[config.mk]
export PLATFORM = sky130hd
export DESIGN_NAME = mem_arbiter
export DESIGN_NICKNAME = d
export VERILOG_FILES = /design/src/rtl/mem_arbiter.sv
export SDC_FILE = /design/constraint.sdc
export NUM_CORES = 1
export LEC_CHECK = 0
export CORE_MARGIN = 2
export CORE_UTILIZATION = 44
export DETAILED_ROUTE_END_ITERATION = 8
export PLACE_DENSITY = 0.94
export SLEW_MARGIN = 20
export SYNTH_ARGS = -nofsm -noshare
export SYNTH_HDL_FRONTEND = slang
export SYNTH_SLANG_ARGS = --single-unit
[constraint.sdc]
create_clock -name clk -period 3.6 [get_ports clk]
set_input_delay 0.72 -clock clk [delete_from_list [all_inputs] [get_ports clk]]
set_output_delay 0.72 -clock clk [all_outputs]
set_load 0.02 [all_outputs]
[src/rtl/mem_arbiter.sv]
// mem_arbiter: shares one memory port between instruction fetch and
// load/store traffic. One transaction at a time, alternating priority when
// both sides request, with a bounded wait for mem_ready.
module mem_arbiter #(
    parameter int n       = 32,
    parameter int TIMEOUT = 255
) (
    input  logic         clk,
    input  logic         rst,
    input  logic         if_req,
    input  logic [n-1:0] if_addr,
    output logic         if_ack,
    output logic [n-1:0] if_rdata,
    input  logic         d_req,
    input  logic         d_we,
    input  logic [n-1:0] d_addr,
    input  logic [n-1:0] d_wdata,
    output logic         d_ack,
    output logic [n-1:0] d_rdata,
    output logic         err,
    output logic         mem_req,
    output logic         mem_we,
    output logic [n-1:0] mem_addr,
    output logic [n-1:0] mem_wdata,
    input  logic [n-1:0] mem_rdata,
    input  logic         mem_ready,
    output logic         stall
);

    typedef enum logic [1:0] {IDLE, BUSY, RESP} state_t;

    // Last BUSY cycle allowed before giving up on mem_ready.
    localparam logic [7:0] CNT_LAST = 8'(TIMEOUT - 1);

    state_t       state_q, state_d;
    logic         owner_d_q, owner_d_d;    // 1 = data side owns the transaction
    logic         last_d_q, last_d_d;      // 1 = previous grant went to data
    logic         we_q, we_d;
    logic [n-1:0] addr_q, addr_d;
    logic [n-1:0] wdata_q, wdata_d;
    logic [7:0]   cnt_q, cnt_d;
    logic         err_q, err_d;
    logic [n-1:0] if_rdata_q, if_rdata_d;
    logic [n-1:0] d_rdata_q, d_rdata_d;
    logic         grant_d;

    // State register; reset abandons any transaction in flight.
    always_ff @(posedge clk) begin
        if (rst) begin
            state_q    <= IDLE;
            owner_d_q  <= 1'b0;
            last_d_q   <= 1'b0;
            we_q       <= 1'b0;
            addr_q     <= '0;
            wdata_q    <= '0;
            cnt_q      <= '0;
            err_q      <= 1'b0;
            if_rdata_q <= '0;
            d_rdata_q  <= '0;
        end else begin
            state_q    <= state_d;
            owner_d_q  <= owner_d_d;
            last_d_q   <= last_d_d;
            we_q       <= we_d;
            addr_q     <= addr_d;
            wdata_q    <= wdata_d;
            cnt_q      <= cnt_d;
            err_q      <= err_d;
            if_rdata_q <= if_rdata_d;
            d_rdata_q  <= d_rdata_d;
        end
    end

    // Next-state: arbitrate in IDLE, wait for mem_ready or timeout in BUSY,
    // spend a single cycle in RESP to deliver the ack.
    always_comb begin
        state_d    = state_q;
        owner_d_d  = owner_d_q;
        last_d_d   = last_d_q;
        we_d       = we_q;
        addr_d     = addr_q;
        wdata_d    = wdata_q;
        cnt_d      = cnt_q;
        err_d      = err_q;
        if_rdata_d = if_rdata_q;
        d_rdata_d  = d_rdata_q;
        // Data wins unless fetch is also waiting and data had the last turn.
        grant_d    = d_req & (~if_req | ~last_d_q);
        case (state_q)
            IDLE: begin
                if (if_req | d_req) begin
                    owner_d_d = grant_d;
                    last_d_d  = grant_d;
                    addr_d    = grant_d ? d_addr : if_addr;
                    we_d      = grant_d & d_we;
                    wdata_d   = grant_d ? d_wdata : '0;
                    cnt_d     = '0;
                    err_d     = 1'b0;
                    state_d   = BUSY;
                end
            end
            BUSY: begin
                cnt_d = cnt_q + 8'd1;
                if (mem_ready) begin
                    // A ready in the final allowed cycle still counts as success.
                    if (!owner_d_q)  if_rdata_d = mem_rdata;
                    else if (!we_q)  d_rdata_d  = mem_rdata;
                    err_d   = 1'b0;
                    state_d = RESP;
                end else if (cnt_q == CNT_LAST) begin
                    // Stores never disturb d_rdata, even on timeout.
                    if (!owner_d_q)  if_rdata_d = '0;
                    else if (!we_q)  d_rdata_d  = '0;
                    err_d   = 1'b1;
                    state_d = RESP;
                end
            end
            RESP: begin
                state_d = IDLE;
            end
            default: begin
                state_d = IDLE;
            end
        endcase
    end

    // Outputs decode directly from state; memory side is quiet outside BUSY.
    always_comb begin
        mem_req   = (state_q == BUSY);
        mem_we    = mem_req & we_q;
        mem_addr  = mem_req ? addr_q  : '0;
        mem_wdata = mem_req ? wdata_q : '0;
        if_ack    = (state_q == RESP) & ~owner_d_q;
        d_ack     = (state_q == RESP) &  owner_d_q;
        err       = (state_q == RESP) &  err_q;
        if_rdata  = if_rdata_q;
        d_rdata   = d_rdata_q;
        stall     = (if_req & ~if_ack) | (d_req & ~d_ack);
    end

endmodule

# Word level (Yosys, flattened, before mapping)
# Index checks and enable logic that the tools add are counted.
[word_totals] output_inout_bits=134 register_bits=141 inputBits=134 wordCells=64
[op_classes] n_addsub=1 bitwise_logic=16 mux=24 n_reduce_logical=9 eq_ne=5
[op_table] op="$mux W32" n=14
[op_table] op="$pmux W8 S2" n=1
[op_table] op="$add A8 B1 Y8 const B" n=1
[op_table] op="$and A1 B1 Y1" n=8
[op_table] op="$eq A8 B8 Y1 const B" n=1
[op_table] op="$mux W8" n=1
[op_table] op="$mux W2" n=3
[op_table] op="$reduce_and A2 Y1" n=3
[op_table] op="$reduce_and A3 Y1" n=2
[op_table] op="$not A1 Y1" n=5
[op_table] op="$pmux W2 S2" n=1
[op_table] op="$reduce_and A4 Y1" n=1
[op_table] op="$reduce_bool A2 Y1" n=2
[op_table] op="$mux W1" n=3
[op_table] op="$ne A3 B1 Y1 const B" n=1
[op_table] op="$or A1 B1 Y1" n=3
[op_table] op="$eq A2 B1 Y1 const B" n=1
[op_table] op="$eq A2 B2 Y1 const B" n=1
[op_table] op="$logic_not A2 Y1" n=1
[op_table] op="$ne A2 B2 Y1 const B" n=1
[op_table] op="$pmux W1 S2" n=1

# Longest topological paths before layout
# Gate-level depths: netlist of run 1.
[logic_depth] depth_word=5 ltp_mapped=7 depth_no_buf=6

# Worst setup path after synthesis of run 1
# No wires, ideal clock.
[synth_path] path_type="flip-flop to output port" startpoint="reg state_q[1]" endpoint="out stall" arrival_ps=1359 required_time_ps=2880 path_buffers=0 path_stages_with_launch=4 path_slack_ps=1521 path_cell_list="dfxtp_1 inv_1 nor3_1 o22ai_1"
[synth_via] elab_chain_len=5 elab_cells_between_ends=8 classes_between="eq/ne (1); bitwise (7)"
[synth_lines] element="start: declaration" line_no="35" rtl="state_t state_q, state_d;"
[synth_lines] element="start signal: assignment" line_no="61" rtl="state_q <= state_d;"
[synth_lines] element="$eq A2 B2 Y1" line_no="133" rtl="if_ack = (state_q == RESP) & ~owner_d_q;"
[synth_lines] element="$and A1 B1 Y1" line_no="133"
[synth_lines] element="via if_ack" line_no="12" rtl="output logic if_ack,"
[synth_lines] element="$not A1 Y1" line_no="138" rtl="stall = (if_req & ~if_ack) | (d_req & ~d_ack);"
[synth_lines] element="$and A1 B1 Y1" line_no="138"
[synth_lines] element="$or A1 B1 Y1" line_no="138"
[synth_lines] element="end: declaration" line_no="27" rtl="output logic stall"
# The timed path passes the listed nets, and every way through them passes these cells.

# Worst setup path after layout of run 1
[layout_path] startpoint="reg state_q[0]" endpoint="out mem_addr[21]"
[layout_via] elab_chain_len=2
[layout_lines] element="$eq A2 B1 Y1" line_no="129" rtl="mem_req = (state_q == BUSY);"
[layout_lines] element="$mux W32" line_no="131" rtl="mem_addr = mem_req ? addr_q : '0;"
[layout_lines] element="end: declaration" line_no="23" rtl="output logic [n-1:0] mem_addr,"
# Every way passes these cells.

==> reports/results.ini, run 1 <==
[clocking]
clock-root-buffer=clkbuf_16
clock_sinks=141
numCtsBuffers=17
clk_pin_slew_worst_paths_ns=0.06
clock_path_buffers=2
insertion_delay_ns=0.41
cts_tree=yes
cts_hold_buf=0
cts_resized=0
h-tree-depth=4
post_cts.repair.setup_buffers=0

[grt]
top_usage_layer=met2
grt_pass1_wl_mm=25.2
grt_max_degree=66
met1_usage=0.257
antenna_found_initial=1
grt-ovfl-total=0
grt_pass1_vias=4911
met3_usage=0.0850
grt_use_total=0.237
grt.met2_usage=0.410

[sta]
relSlewSlack=0.546
max_clock_freq_mhz=311
period_minus_slack_ns=3.21
worst_pin_slew_ns=0.681
finalSetupViolCount=0
grt_setup_unrepaired=no
setup_tns_ns=0
slew_viol_final=0
fin_skew_ns=0.00972
finalCritPeriodShare=0.892
finalHoldViolCount=0

[route]
vias=5161
wire_per_inst_um=16.9
routed_via_density=5.23
drtIter0Drc=451
drtPass1Iterations=5
remaining_drc_errors=0
ant_nets=0
totalWireLength_mm=16.7

[setup_path]
critPathKind=reg2out
crit_path_start_kind=flop
worst-path-buf-inv=3
cp_slowest_stage_delay_ns=0.64
crit_family=buffers and inverters
cp_max_fo=48
crit_chain=nand2b_4 > clkinv_1 > buf_4 > and2_1 > clkdlybuf4s50_1
critPathArrivalTime_ns=2.49
cp.required_ns=2.88
endpoint_kind=output pin
slowest_stage=clkdlybuf4s50_1

[placement]
dp.final_hpwl_mm=11.5
gp_congestion=0.775
place_area_um2=8350
dp_cells=954
io_buffers=267

[yosys]
synth_common_cells=dfxtp_1, nor2_1, and2_1
synth_edf_count=0
syn_nets=688
synth_top_area_share=0.503
ys_seq_elements=141
synth_most_common_cell=dfxtp_1
ys.flop_type=dfxtp_1
synthTopCellsByArea=dfxtp_1, a22o_1, and2_1, mux2i_1, nor2_1
ys_seq_area_frac=0.503
synth_warnings=0
yosysUniqueCellTypes=42
yosys.area.top_type=dfxtp_1
synth_cells=552
postSynthAreaPerCell_um2=10.2
async_flop_share=0
synth_area_um2=5610

[job]
drv_cap=0

[power]
ir_worst_vdd_mv=0.310
p_per_area_nw_per_um2=470
power.leakage_nw=3.43
total_power_w=0.00420

[cells_and_area]
fillCellCount=919
finalNonFillerCells=987
design_area_um2=8920
area_growth_syn_to_layout_pct=59.1
utilization=0.713
drive_gt1_frac=0.0823
num-nets-final=937

[floorplanning]
row_count=41
die_x_um=117
fp.dieH_um=117
start_util=0.448
num_io_pins=268
die_area_um2=13700
core_um2=12500

[worst_hold_path]
hp-class=reg2reg

[outcome]
outcome=finished clean

-- final cells by class --
cell class	instances	area, um^2	share of cell area
flip-flops and latches	141	2820	0.316
inverters	6	22.5	0.00252
well taps	172	215	0.0241
diodes	1	2.50	0.000280
repair buffers	279	2760	0.309
multi-input cells	356	2540	0.284
clock buffers	20	457	0.0512
clock inverters	12	111	0.0125
-- routing by layer --
metal  vias to the layer above  wire (um)
li1                       2489          -
met1                      2406       6430
met2                       236       8370
met3                        30       1530
met4                         0        399
met5                         -          0
-- placed cells by master (no fill, tap or decap), types with 5 or more instances in the layout --
cell type	synthesis	routed
clkbuf_16	0	17
dfxtp_1	141	141
and2_1	67	67
clkdlybuf4s50_1	0	266
nor2_1	79	79
mux2i_1	32	32
buf_4	3	12
a211oi_2	11	10
a22oi_1	34	34
a211oi_1	23	23
a22o_1	64	64
a21oi_1	5	5
-- stage by stage --
step                      worst slack [ns]  hold slack (ns)
after floorplan                       1.52            0.468
after CTS                            0.356            0.476
final                                0.387            0.475
after global placement               0.592            0.455
after detailed placement             0.565            0.453
after global routing                 0.238            0.486
-- flip-flops by register name, summed over array words and instances, names as in the netlist --
register	cells
cnt_q	8
d_rdata	32
addr_q	32
we_q	1
err_q	1
state_q	2
if_rdata	32
last_d_q	1
wdata_q	32
-- power by group --
part | switching, W | internal [W] | total (W)
Combinational | 0.000397 | 0.000393 | 0.000790
Clock | 0.000681 | 0.000991 | 0.00167
Sequential | 0.0000642 | 0.00167 | 0.00173
Total | 0.00114 | 0.00305 | 0.00420
-- worst reg2reg max path, stage by stage, from the launching register on --
cell and delay [ns]:
dfxtp_1 0.59, nand2b_4 0.21, nor3b_2 0.32, and3b_1 0.20
buf_4 0.34, a22o_1 0.24
-- path summary, 6_finish.rpt --
kind,start,to,slack (ns),depth (start not counted)
max,state_q[0]$_SDFFE_PP0P_,mem_addr[21],0.39,5
min,d_rdata[4]$_SDFFE_PP0P_,d_rdata[4]$_SDFFE_PP0P_,0.47,1
max reg2reg,state_q[0]$_SDFFE_PP0P_,d_rdata[25]$_SDFFE_PP0P_,1.64,5
min reg2reg,d_rdata[4]$_SDFFE_PP0P_,d_rdata[4]$_SDFFE_PP0P_,0.47,1
-- cell families (layout without fill, tap and decap cells) --
logic type	count (synthesis)	in the layout	share of synthesized area
adder cells (fa/ha/maj)	2	2	0.00446
other	0	1	0
AND/OR/NAND/NOR	166	166	0.153
multiplexers	32	32	0.0571
buffers and inverters	55	317	0.0511
flip-flops	141	141	0.503
AO/OA/AOI/OAI	156	156	0.231
Power figures use the tool's default switching activity.
==> run 2: changes to the inputs <==
SLEW_MARGIN = 15   (was 20)
==> results of run 2 <==
The final DEF is identical to that of run 1; final timing and power are the same.
